`src/rtl/cmd_sched_pkg.sv`:
```
// cmd_sched_pkg: shared definitions for the command scheduler.
// Holds the wireless opcodes, the response bytes and the scheduler state type.
// The scheduler RTL and its bench both import this package.
package cmd_sched_pkg;

  // Opcodes
  localparam logic [7:0] REQ_BATT  = 8'h01;
  localparam logic [7:0] SET_PTCH  = 8'h02;
  localparam logic [7:0] SET_ROLL  = 8'h03;
  localparam logic [7:0] SET_YAW   = 8'h04;
  localparam logic [7:0] SET_THRST = 8'h05;
  localparam logic [7:0] CALIBRATE = 8'h06;
  localparam logic [7:0] EMER_LAND = 8'h07;
  localparam logic [7:0] MTRS_OFF  = 8'h08;

  // Response bytes
  localparam logic [7:0] ACK = 8'hA5;
  localparam logic [7:0] NAK = 8'hEE;

  typedef enum logic [2:0] {
    StIdle,
    StBatt,
    StSpin,
    StCal,
    StResp,
    StRespWait
  } sched_state_t;

endpackage

```
`src/rtl/cmd_sched_sat_timer.sv`:
```
// sat_timer: saturating up-counter.
// Ports:
//   clk  - clock
//   rst  - synchronous active-high reset, clears the count
//   clr  - synchronous clear
//   en   - count enable; counting stops once the count is all-ones
//   full - high while the count is all-ones
module sat_timer #(
  parameter int unsigned Width = 8
) (
  input  logic clk,
  input  logic rst,
  input  logic clr,
  input  logic en,
  output logic full
);

  logic [Width-1:0] cnt_q;

  always_ff @(posedge clk) begin
    if (rst || clr) begin
      cnt_q <= '0;
    end else if (en && !full) begin
      cnt_q <= cnt_q + {{(Width - 1){1'b0}}, 1'b1};
    end
  end

  assign full = &cnt_q;

endmodule

```
`src/rtl/cmd_sched.sv`:
```
// cmd_sched: command scheduler between the UART command receiver and the
// flight datapath. Decodes commands, owns the flight setpoints and motor kill,
// runs the battery-read and spin-up/calibrate sequences and issues one
// response byte per command. A watchdog zeroes the setpoints when the link
// goes quiet.
// Ports:
//   clk, rst                 - clock, synchronous active-high reset
//   cmd_rdy, cmd, data       - command frame from the receiver
//   clr_cmd_rdy              - pulse consuming the frame
//   resp, send_resp          - response byte and transmit start pulse
//   resp_sent                - transmitter finished
//   strt_cnv, cnv_cmplt, batt- battery A2D handshake and reading
//   strt_cal, cal_done       - inertial calibration handshake
//   motors_off               - motor kill
//   d_ptch, d_roll, d_yaw    - signed attitude setpoints
//   thrst                    - unsigned thrust setpoint
module cmd_sched
  import cmd_sched_pkg::*;
#(
  parameter int unsigned WD_W   = 26,
  parameter int unsigned SPIN_W = 20
) (
  input  logic               clk,
  input  logic               rst,
  input  logic               cmd_rdy,
  input  logic [7:0]         cmd,
  input  logic [15:0]        data,
  output logic               clr_cmd_rdy,
  output logic [7:0]         resp,
  output logic               send_resp,
  input  logic               resp_sent,
  output logic               strt_cnv,
  input  logic               cnv_cmplt,
  input  logic [7:0]         batt,
  output logic               strt_cal,
  input  logic               cal_done,
  output logic               motors_off,
  output logic signed [15:0] d_ptch,
  output logic signed [15:0] d_roll,
  output logic signed [15:0] d_yaw,
  output logic [8:0]         thrst
);

  sched_state_t state_q, state_d;
  logic [7:0]   resp_q, resp_d;
  logic         motors_off_q, motors_off_d;
  logic [15:0]  ptch_q, ptch_d;
  logic [15:0]  roll_q, roll_d;
  logic [15:0]  yaw_q, yaw_d;
  logic [8:0]   thrst_q, thrst_d;

  logic accept;
  logic spin_clr;
  logic wd_full;
  logic spin_full;

  // Pulses are masked during reset so none escape while the FSM is being forced.
  assign accept      = (state_q == StIdle) && cmd_rdy && !rst;
  assign clr_cmd_rdy = accept;
  assign strt_cnv    = accept && (cmd == REQ_BATT);
  assign strt_cal    = (state_q == StSpin) && spin_full && !rst;
  assign send_resp   = (state_q == StResp) && !rst;

  sat_timer #(
    .Width (WD_W)
  ) u_wd_timer (
    .clk  (clk),
    .rst  (rst),
    .clr  (accept),
    .en   (1'b1),
    .full (wd_full)
  );

  sat_timer #(
    .Width (SPIN_W)
  ) u_spin_timer (
    .clk  (clk),
    .rst  (rst),
    .clr  (spin_clr),
    .en   (state_q == StSpin),
    .full (spin_full)
  );

  always_comb begin
    state_d      = state_q;
    resp_d       = resp_q;
    motors_off_d = motors_off_q;
    ptch_d       = ptch_q;
    roll_d       = roll_q;
    yaw_d        = yaw_q;
    thrst_d      = thrst_q;
    spin_clr     = 1'b0;

    unique case (state_q)
      StIdle: begin
        if (cmd_rdy) begin
          case (cmd)
            SET_PTCH: begin
              ptch_d  = data;
              resp_d  = ACK;
              state_d = StResp;
            end
            SET_ROLL: begin
              roll_d  = data;
              resp_d  = ACK;
              state_d = StResp;
            end
            SET_YAW: begin
              yaw_d   = data;
              resp_d  = ACK;
              state_d = StResp;
            end
            SET_THRST: begin
              thrst_d = data[8:0];
              resp_d  = ACK;
              state_d = StResp;
            end
            EMER_LAND: begin
              ptch_d  = '0;
              roll_d  = '0;
              yaw_d   = '0;
              thrst_d = '0;
              resp_d  = ACK;
              state_d = StResp;
            end
            MTRS_OFF: begin
              motors_off_d = 1'b1;
              resp_d       = ACK;
              state_d      = StResp;
            end
            REQ_BATT: begin
              state_d = StBatt;
            end
            CALIBRATE: begin
              motors_off_d = 1'b0;
              ptch_d       = '0;
              roll_d       = '0;
              yaw_d        = '0;
              thrst_d      = '0;
              spin_clr     = 1'b1;
              state_d      = StSpin;
            end
            default: begin
              resp_d  = NAK;
              state_d = StResp;
            end
          endcase
        end
      end
      StBatt: begin
        if (cnv_cmplt) begin
          resp_d  = batt;
          state_d = StResp;
        end
      end
      StSpin: begin
        if (spin_full) begin
          state_d = StCal;
        end
      end
      StCal: begin
        if (cal_done) begin
          resp_d  = ACK;
          state_d = StResp;
        end
      end
      StResp: begin
        state_d = StRespWait;
      end
      StRespWait: begin
        if (resp_sent) begin
          state_d = StIdle;
        end
      end
      default: begin
        state_d = StIdle;
      end
    endcase

    // Link-loss landing; a command accepted this cycle takes precedence since
    // it also restarts the watchdog.
    if (wd_full && !accept) begin
      ptch_d  = '0;
      roll_d  = '0;
      yaw_d   = '0;
      thrst_d = '0;
    end
  end

  always_ff @(posedge clk) begin
    if (rst) begin
      state_q      <= StIdle;
      resp_q       <= 8'h00;
      motors_off_q <= 1'b1;
      ptch_q       <= '0;
      roll_q       <= '0;
      yaw_q        <= '0;
      thrst_q      <= '0;
    end else begin
      state_q      <= state_d;
      resp_q       <= resp_d;
      motors_off_q <= motors_off_d;
      ptch_q       <= ptch_d;
      roll_q       <= roll_d;
      yaw_q        <= yaw_d;
      thrst_q      <= thrst_d;
    end
  end

  assign resp       = resp_q;
  assign motors_off = motors_off_q;
  assign d_ptch     = ptch_q;
  assign d_roll     = roll_q;
  assign d_yaw      = yaw_q;
  assign thrst      = thrst_q;

endmodule
```
`config.mk`:
```
export PLATFORM = sky130hd
export DESIGN_NAME = cmd_sched
export DESIGN_NICKNAME = d
export VERILOG_FILES = /design/src/rtl/cmd_sched_pkg.sv /design/src/rtl/cmd_sched_sat_timer.sv /design/src/rtl/cmd_sched.sv
export SDC_FILE = /design/constraint.sdc
export NUM_CORES = 1
export LEC_CHECK = 0
export ABC_AREA = 1
export ABC_CLOCK_PERIOD_IN_PS = 2340
export BUFFER_PORTS_ARGS = -buffer_cell sky130_fd_sc_hd__buf_4
export CAP_MARGIN = 20
export CORE_UTILIZATION = 25
export CTS_BUF_LIST = sky130_fd_sc_hd__clkbuf_2 sky130_fd_sc_hd__clkbuf_4 sky130_fd_sc_hd__clkbuf_8
export DETAILED_ROUTE_END_ITERATION = 8
export SYNTH_ARGS = -nofsm -noshare
export SYNTH_HDL_FRONTEND = slang
export SYNTH_HIERARCHICAL = 1
export SYNTH_SLANG_ARGS = --single-unit
```
`constraint.sdc`:
```
create_clock -name clk -period 2.34 [get_ports clk]
set_input_delay 0.468 -clock clk [delete_from_list [all_inputs] [get_ports clk]]
set_output_delay 0.468 -clock clk [all_outputs]
set_load 0.02 [all_outputs]
```
# After elaboration in Yosys (flattened, before gate mapping)
# Cells that the tools add are included.
[totals]
ff_bits = 115
in_bits = 38
wordCells = 83
[op_classes]
n_addsub = 2
eq_ne = 19
muxes = 20
reduce_logical = 33
[op_table]
columns = ["operator", "count"]
rows = [
  ["16-bit case mux with 2 select lines", 3],
  ["8-bit by 3-bit equality test with 1-bit output, second input constant", 4],
  ["26-bit by 1-bit adder with 26-bit output, second input constant", 1],
  ["26-bit AND reduction", 1],
  ["8-bit 2-to-1 mux", 3],
  ["8-bit case mux with 3 select lines", 1],
  ["20-bit by 1-bit adder with 20-bit output, second input constant", 1],
  ["20-bit AND reduction", 1],
  ["3-bit case mux with 6 select lines", 1],
  ["9-bit case mux with 2 select lines", 1],
  ["8-bit by 2-bit equality test with 1-bit output, second input constant", 2],
  ["8-bit case mux with 2 select lines", 1],
  ["3-bit 2-to-1 mux", 5],
  ["3-bit AND reduction", 5],
  ["2-bit != test, second input constant", 6],
  ["5-bit AND reduction", 2],
  ["2-bit nonzero test", 5],
  ["8-bit by 1-bit equality test with 1-bit output, second input constant", 1],
  ["8-bit by 4-bit equality test with 1-bit output, second input constant", 1],
  ["1-bit logical AND", 8],
  ["3-bit by 2-bit equality test with 1-bit output, second input constant", 2],
  ["3-bit equality test, second input constant", 2],
  ["3-bit case mux with 2 select lines", 1],
  ["2-bit OR reduction", 3],
  ["other kinds (8)", 13],
]

# Longest topological paths before layout
[depth]
word_depth = 6
depth_mapped = 13
mapped_depth_nobuf = 12

# Cells and area by module
# The synthesis kept the hierarchy.
[by_module_without_submodules]
columns = ["mod", "n_inst", "cells_each", "area_each_um2"]
rows = [
  ["cmd_sched", 1, 429, 3086.7],
  ["sat_timer at u_wd_timer", 1, 276, 1794.2],
  ["sat_timer at u_spin_timer", 1, 201, 1233.7],
]

# Worst setup path after synthesis
# No wires, ideal clock.
[synth_path]
path_kind = "flip-flop to output port"
from = "reg u_spin_timer.cnt_q[0]"
to = "out strt_cal"
arrival_time_ps = 1397
t_required_ps = 1872
slack_ps = 475
stages_incl_launch_ff = 8
n_path_buf = 0
cell_sequence = "dfxtp_1 > ha_1 > nand2_1 > nor2_2 > nand3_1 > nor2_2 > nand2_1 > nor2_1"
[synth_via]
elab_chain_cells = 3
[synth_lines]
columns = ["item", "line_no", "rtl"]
rows = [
  ["start: declaration", "cmd_sched_sat_timer.sv:18", "logic [Width-1:0] cnt_q;"],
  ["start signal: assignment", "cmd_sched_sat_timer.sv:24", "cnt_q <= cnt_q + {{(Width - 1){1'b0}}, 1'b1};"],
  ["20-bit AND reduction", "cmd_sched_sat_timer.sv:28", "assign full = &cnt_q;"],
  ["via spin_full", "cmd_sched.sv:55", "logic spin_full;"],
  ["1-bit logical AND (2 in a row)", "cmd_sched.sv:61", "assign strt_cal = (state_q == StSpin) && spin_full && !rst;"],
  ["end: declaration", "cmd_sched.sv:35", "output logic strt_cal,"],
]
# The timed path passes the listed nets, and every way through them passes these cells.

# Worst setup path after layout
[layout_path]
from = "reg u_spin_timer.cnt_q[13]"
to = "out strt_cal"
# Same word-level chain as after synthesis.

==> reports/qor.yml <==
switchingPower_mw: 1.73
path_buf_inv: 1
n_fill_cell: 2589
worst_slew_pin_slew_ns: 0.688
fin_tns_setup_ns: 0
max_cap_viol_count: 0
drtIter0Drc: 344
cpPeakStageDelay_ns: 0.43
dpl.hpwl_um: 13000
holdPathStages: 2
mostFrequentLayoutCells: "214 x nor2_1, 176 x nand2_1, 125 x buf_4, 113 x dfxtp_1, 86 x inv_1"
grt_util_all_layers: 0.141
min_period_ns: 2.24
pwr-share-seq: 0.414
clockBufferDepth: 2
comb_power_share: 0.220
die_width_um: 158
netlist_area_mm2: 0.00611
dieArea_mm2: 0.0251
hold_buffers: 0
cts.sinks: 115
synth_warnings: 6
numCtsBuffers: 17
worstPathCellList: "nand2_1 -> nor2_4 -> nand2_4 -> nor2_4 -> nand2_1 -> nor2_2 -> buf_6"
setup_viol: 0
p_int_mw: 3.48
skew_ns: 0.0110
swShare: 0.332
worstSetupPathType: "reg -> out"
fin_crit_sh: 0.956
clkPwrFrac: 0.365
synth_cell_types: 38
peakVddDrop_mv: 0.347
critPathTopFamily: "simple AND/OR/NAND/NOR gates"
grt_max_degree: 51
cts_root_buf: "clkbuf_8"
fmax_ghz: 0.447
num_rows: 56
crit_slowest_cell: "dfxtp_1"
htreeDepth: 4
synth.avg_cell_area_um2: 6.75
end_kind: "output pin"
routedWlPerCell_um: 12.5
grt-ovfl-total: 0
cp_num_cells: 7
leakagePower_nw: 3.41
hold_viol: 0
status: "completed"
drv_slew: 0
first_global_vias: 5508
worstRegToRegCells: 12
dr.pass1.iters: 7
syn_nets: 946
antenna_left: 0
final_common_cell: "nor2_1"
clkLatencyLatePin_ns: 0.44
start_util: 0.257
power_density_mw_per_mm2: 672
startpoint: "u_spin_timer/cnt_q[13]$_SDFFE_PP0P_"
crit_fanout: 5
slew_headroom: 0.540
drt-total-wl_um: 17100
yosysSeqAreaShare: 0.377
ys_ff_latch: 115
portBuffers: 107
dr_total_vias: 5944
tritoncts: "yes"
hp-class: "in -> reg"
reg2reg_slack_ns: 0.29
dieHeight_um: 158
grt_first_pass_wirelength_um: 27500
ioPinCount: 108
hp-start: "rst"
gp_routability_congestion: 0.844
fin_util: 0.326
cp.arrival_ns: 1.77
core_area_mm2: 0.0238
final_layout_size_suffix_gt1_frac: 0.240
syn_to_final_growth_pct: 26.7
start_kind: "register"
drc: 0
clkSlewWorstSetupHoldPaths_ns: 0.08
antenna_found_initial: 0
cp.required_ns: 1.87
nNetsFinal: 1067
netlist_instances: 906
r2r-start: "u_wd_timer/cnt_q[0]$_SDFFE_PP0P_"
routed_via_density: 4.37
## power groups by stage
| stage | clock network, mW | logic [mW] | registers [mW] |
|---|---|---|---|
| 4_1_cts | 1.96 | 1.15 | 2.15 |
| 3_3_place_gp | 0 | 1.12 | 2.19 |
| 6_report | 1.90 | 1.15 | 2.15 |
| 2_1_floorplan | 0 | 0.666 | 2.27 |
| 5_1_grt | 2.05 | 1.29 | 2.17 |
| 3_5_place_dp | 0 | 1.13 | 2.19 |
## kinds of logic after synthesis
group	share of synthesized area
AOI/OAI and AO/OA	0.102
other	0.000613
and+or+nand+nor	0.421
xor gates and xnor gates	0.00143
adders and majority gates	0.00409
buffers and inverters	0.0941
DFF	0.377
## registers in the layout, indices dropped and copies added (netlist names)
signal and count:
d_ptch 16, d_roll 16, d_yaw 16, motors_off 1, resp 8, state_q 3, thrst 9, u_spin_timer/cnt_q 20
u_wd_timer/cnt_q 26
## routing by layer
metal / GRT usage / vias to the layer above / routed length [µm]
met5: 0 / - / 0
met4: 0.0472 / 0 / 210
met3: 0.0332 / 11 / 704
met2: 0.224 / 143 / 7710
met1: 0.187 / 2671 / 8440
li1: - / 3119 / -
## worst register-to-register path: stages, from the launching register on
cell	delay, ns
dfxtp_1	0.39
ha_1	0.23
inv_1	0.08
nor2_4	0.18
nand2_1	0.07
nor2_1	0.16
nand3_1	0.17
inv_1	0.12
nand2_2	0.07
nand2_4	0.15
inv_8	0.13
o21ai_1	0.11
a21oi_1	0.05
## through the flow
| stage | setup slack [ns] | instances | area (µm²) | power (mW) | hold WS [ns] |
|---|---|---|---|---|---|
| after floorplan | 0.475 | 906 | 6110 | 2.93 | 0.434 |
| after global placement | 0.00572 | 1321 | 7220 | 3.31 | 0.450 |
| after detailed placement | 0.113 | 1322 | 7230 | 3.32 | 0.459 |
| after CTS | 0.00550 | 1357 | 7690 | 5.25 | 0.271 |
| after global routing | -0.00533 | 1359 | 7740 | 5.51 | 0.281 |
| final | 0.103 | 1360 | 7740 | 5.20 | 0.310 |
## synthesized netlist by cell type (all sizes together)
library cell  number  area (µm²)
nand2            201         875
conb               1        3.75
a21oi             50         254
nor2             245        1080
nand3b             3        22.5
clkbuf             3        12.5
clkinv             4        22.5
or2                1        6.26
ha                 2        25.0
o21ai             59         295
nand4             11        68.8
and3               1        6.26
a31oi              1        6.26
xor2               1        8.76
dfxtp            115        2300
a211oi             5        47.5
buf               22         188
o21bai             3        22.5
inv               94         353
nand3             61         388
nor3              23         126
## path summary, 6_finish.rpt
kind	endpoint
setup / recovery	strt_cal
hold / removal	state_q[2]$_SDFFE_PP0P_
setup reg to reg	thrst[0]$_SDFFE_PP0P_
hold reg to reg	u_wd_timer/cnt_q[24]$_SDFFE_PP0P_
## what timing repair did
| item | 4_1_cts | 5_1_grt |
|---|---|---|
| pin swaps | 3 | 3 |
| endpoints found under the setup margin | 1 | 53 |
| resized for setup | 9 | 8 |
| cloned | 0 | 0 |
| setup buffers | 3 | 2 |
## area by class of cell
type | count | area (µm²) | share of cell area
multi-input combinational | 668 | 3300 | 0.426
clock buffer | 19 | 255 | 0.0330
clock inverter | 13 | 148 | 0.0191
antenna | 1 | 2.50 | 0.000323
tap | 319 | 399 | 0.0515
inverter | 98 | 378 | 0.0488
sequential | 115 | 2300 | 0.298
timing repair buffer | 127 | 961 | 0.124
Note: power is estimated with default switching activity, not from simulation.
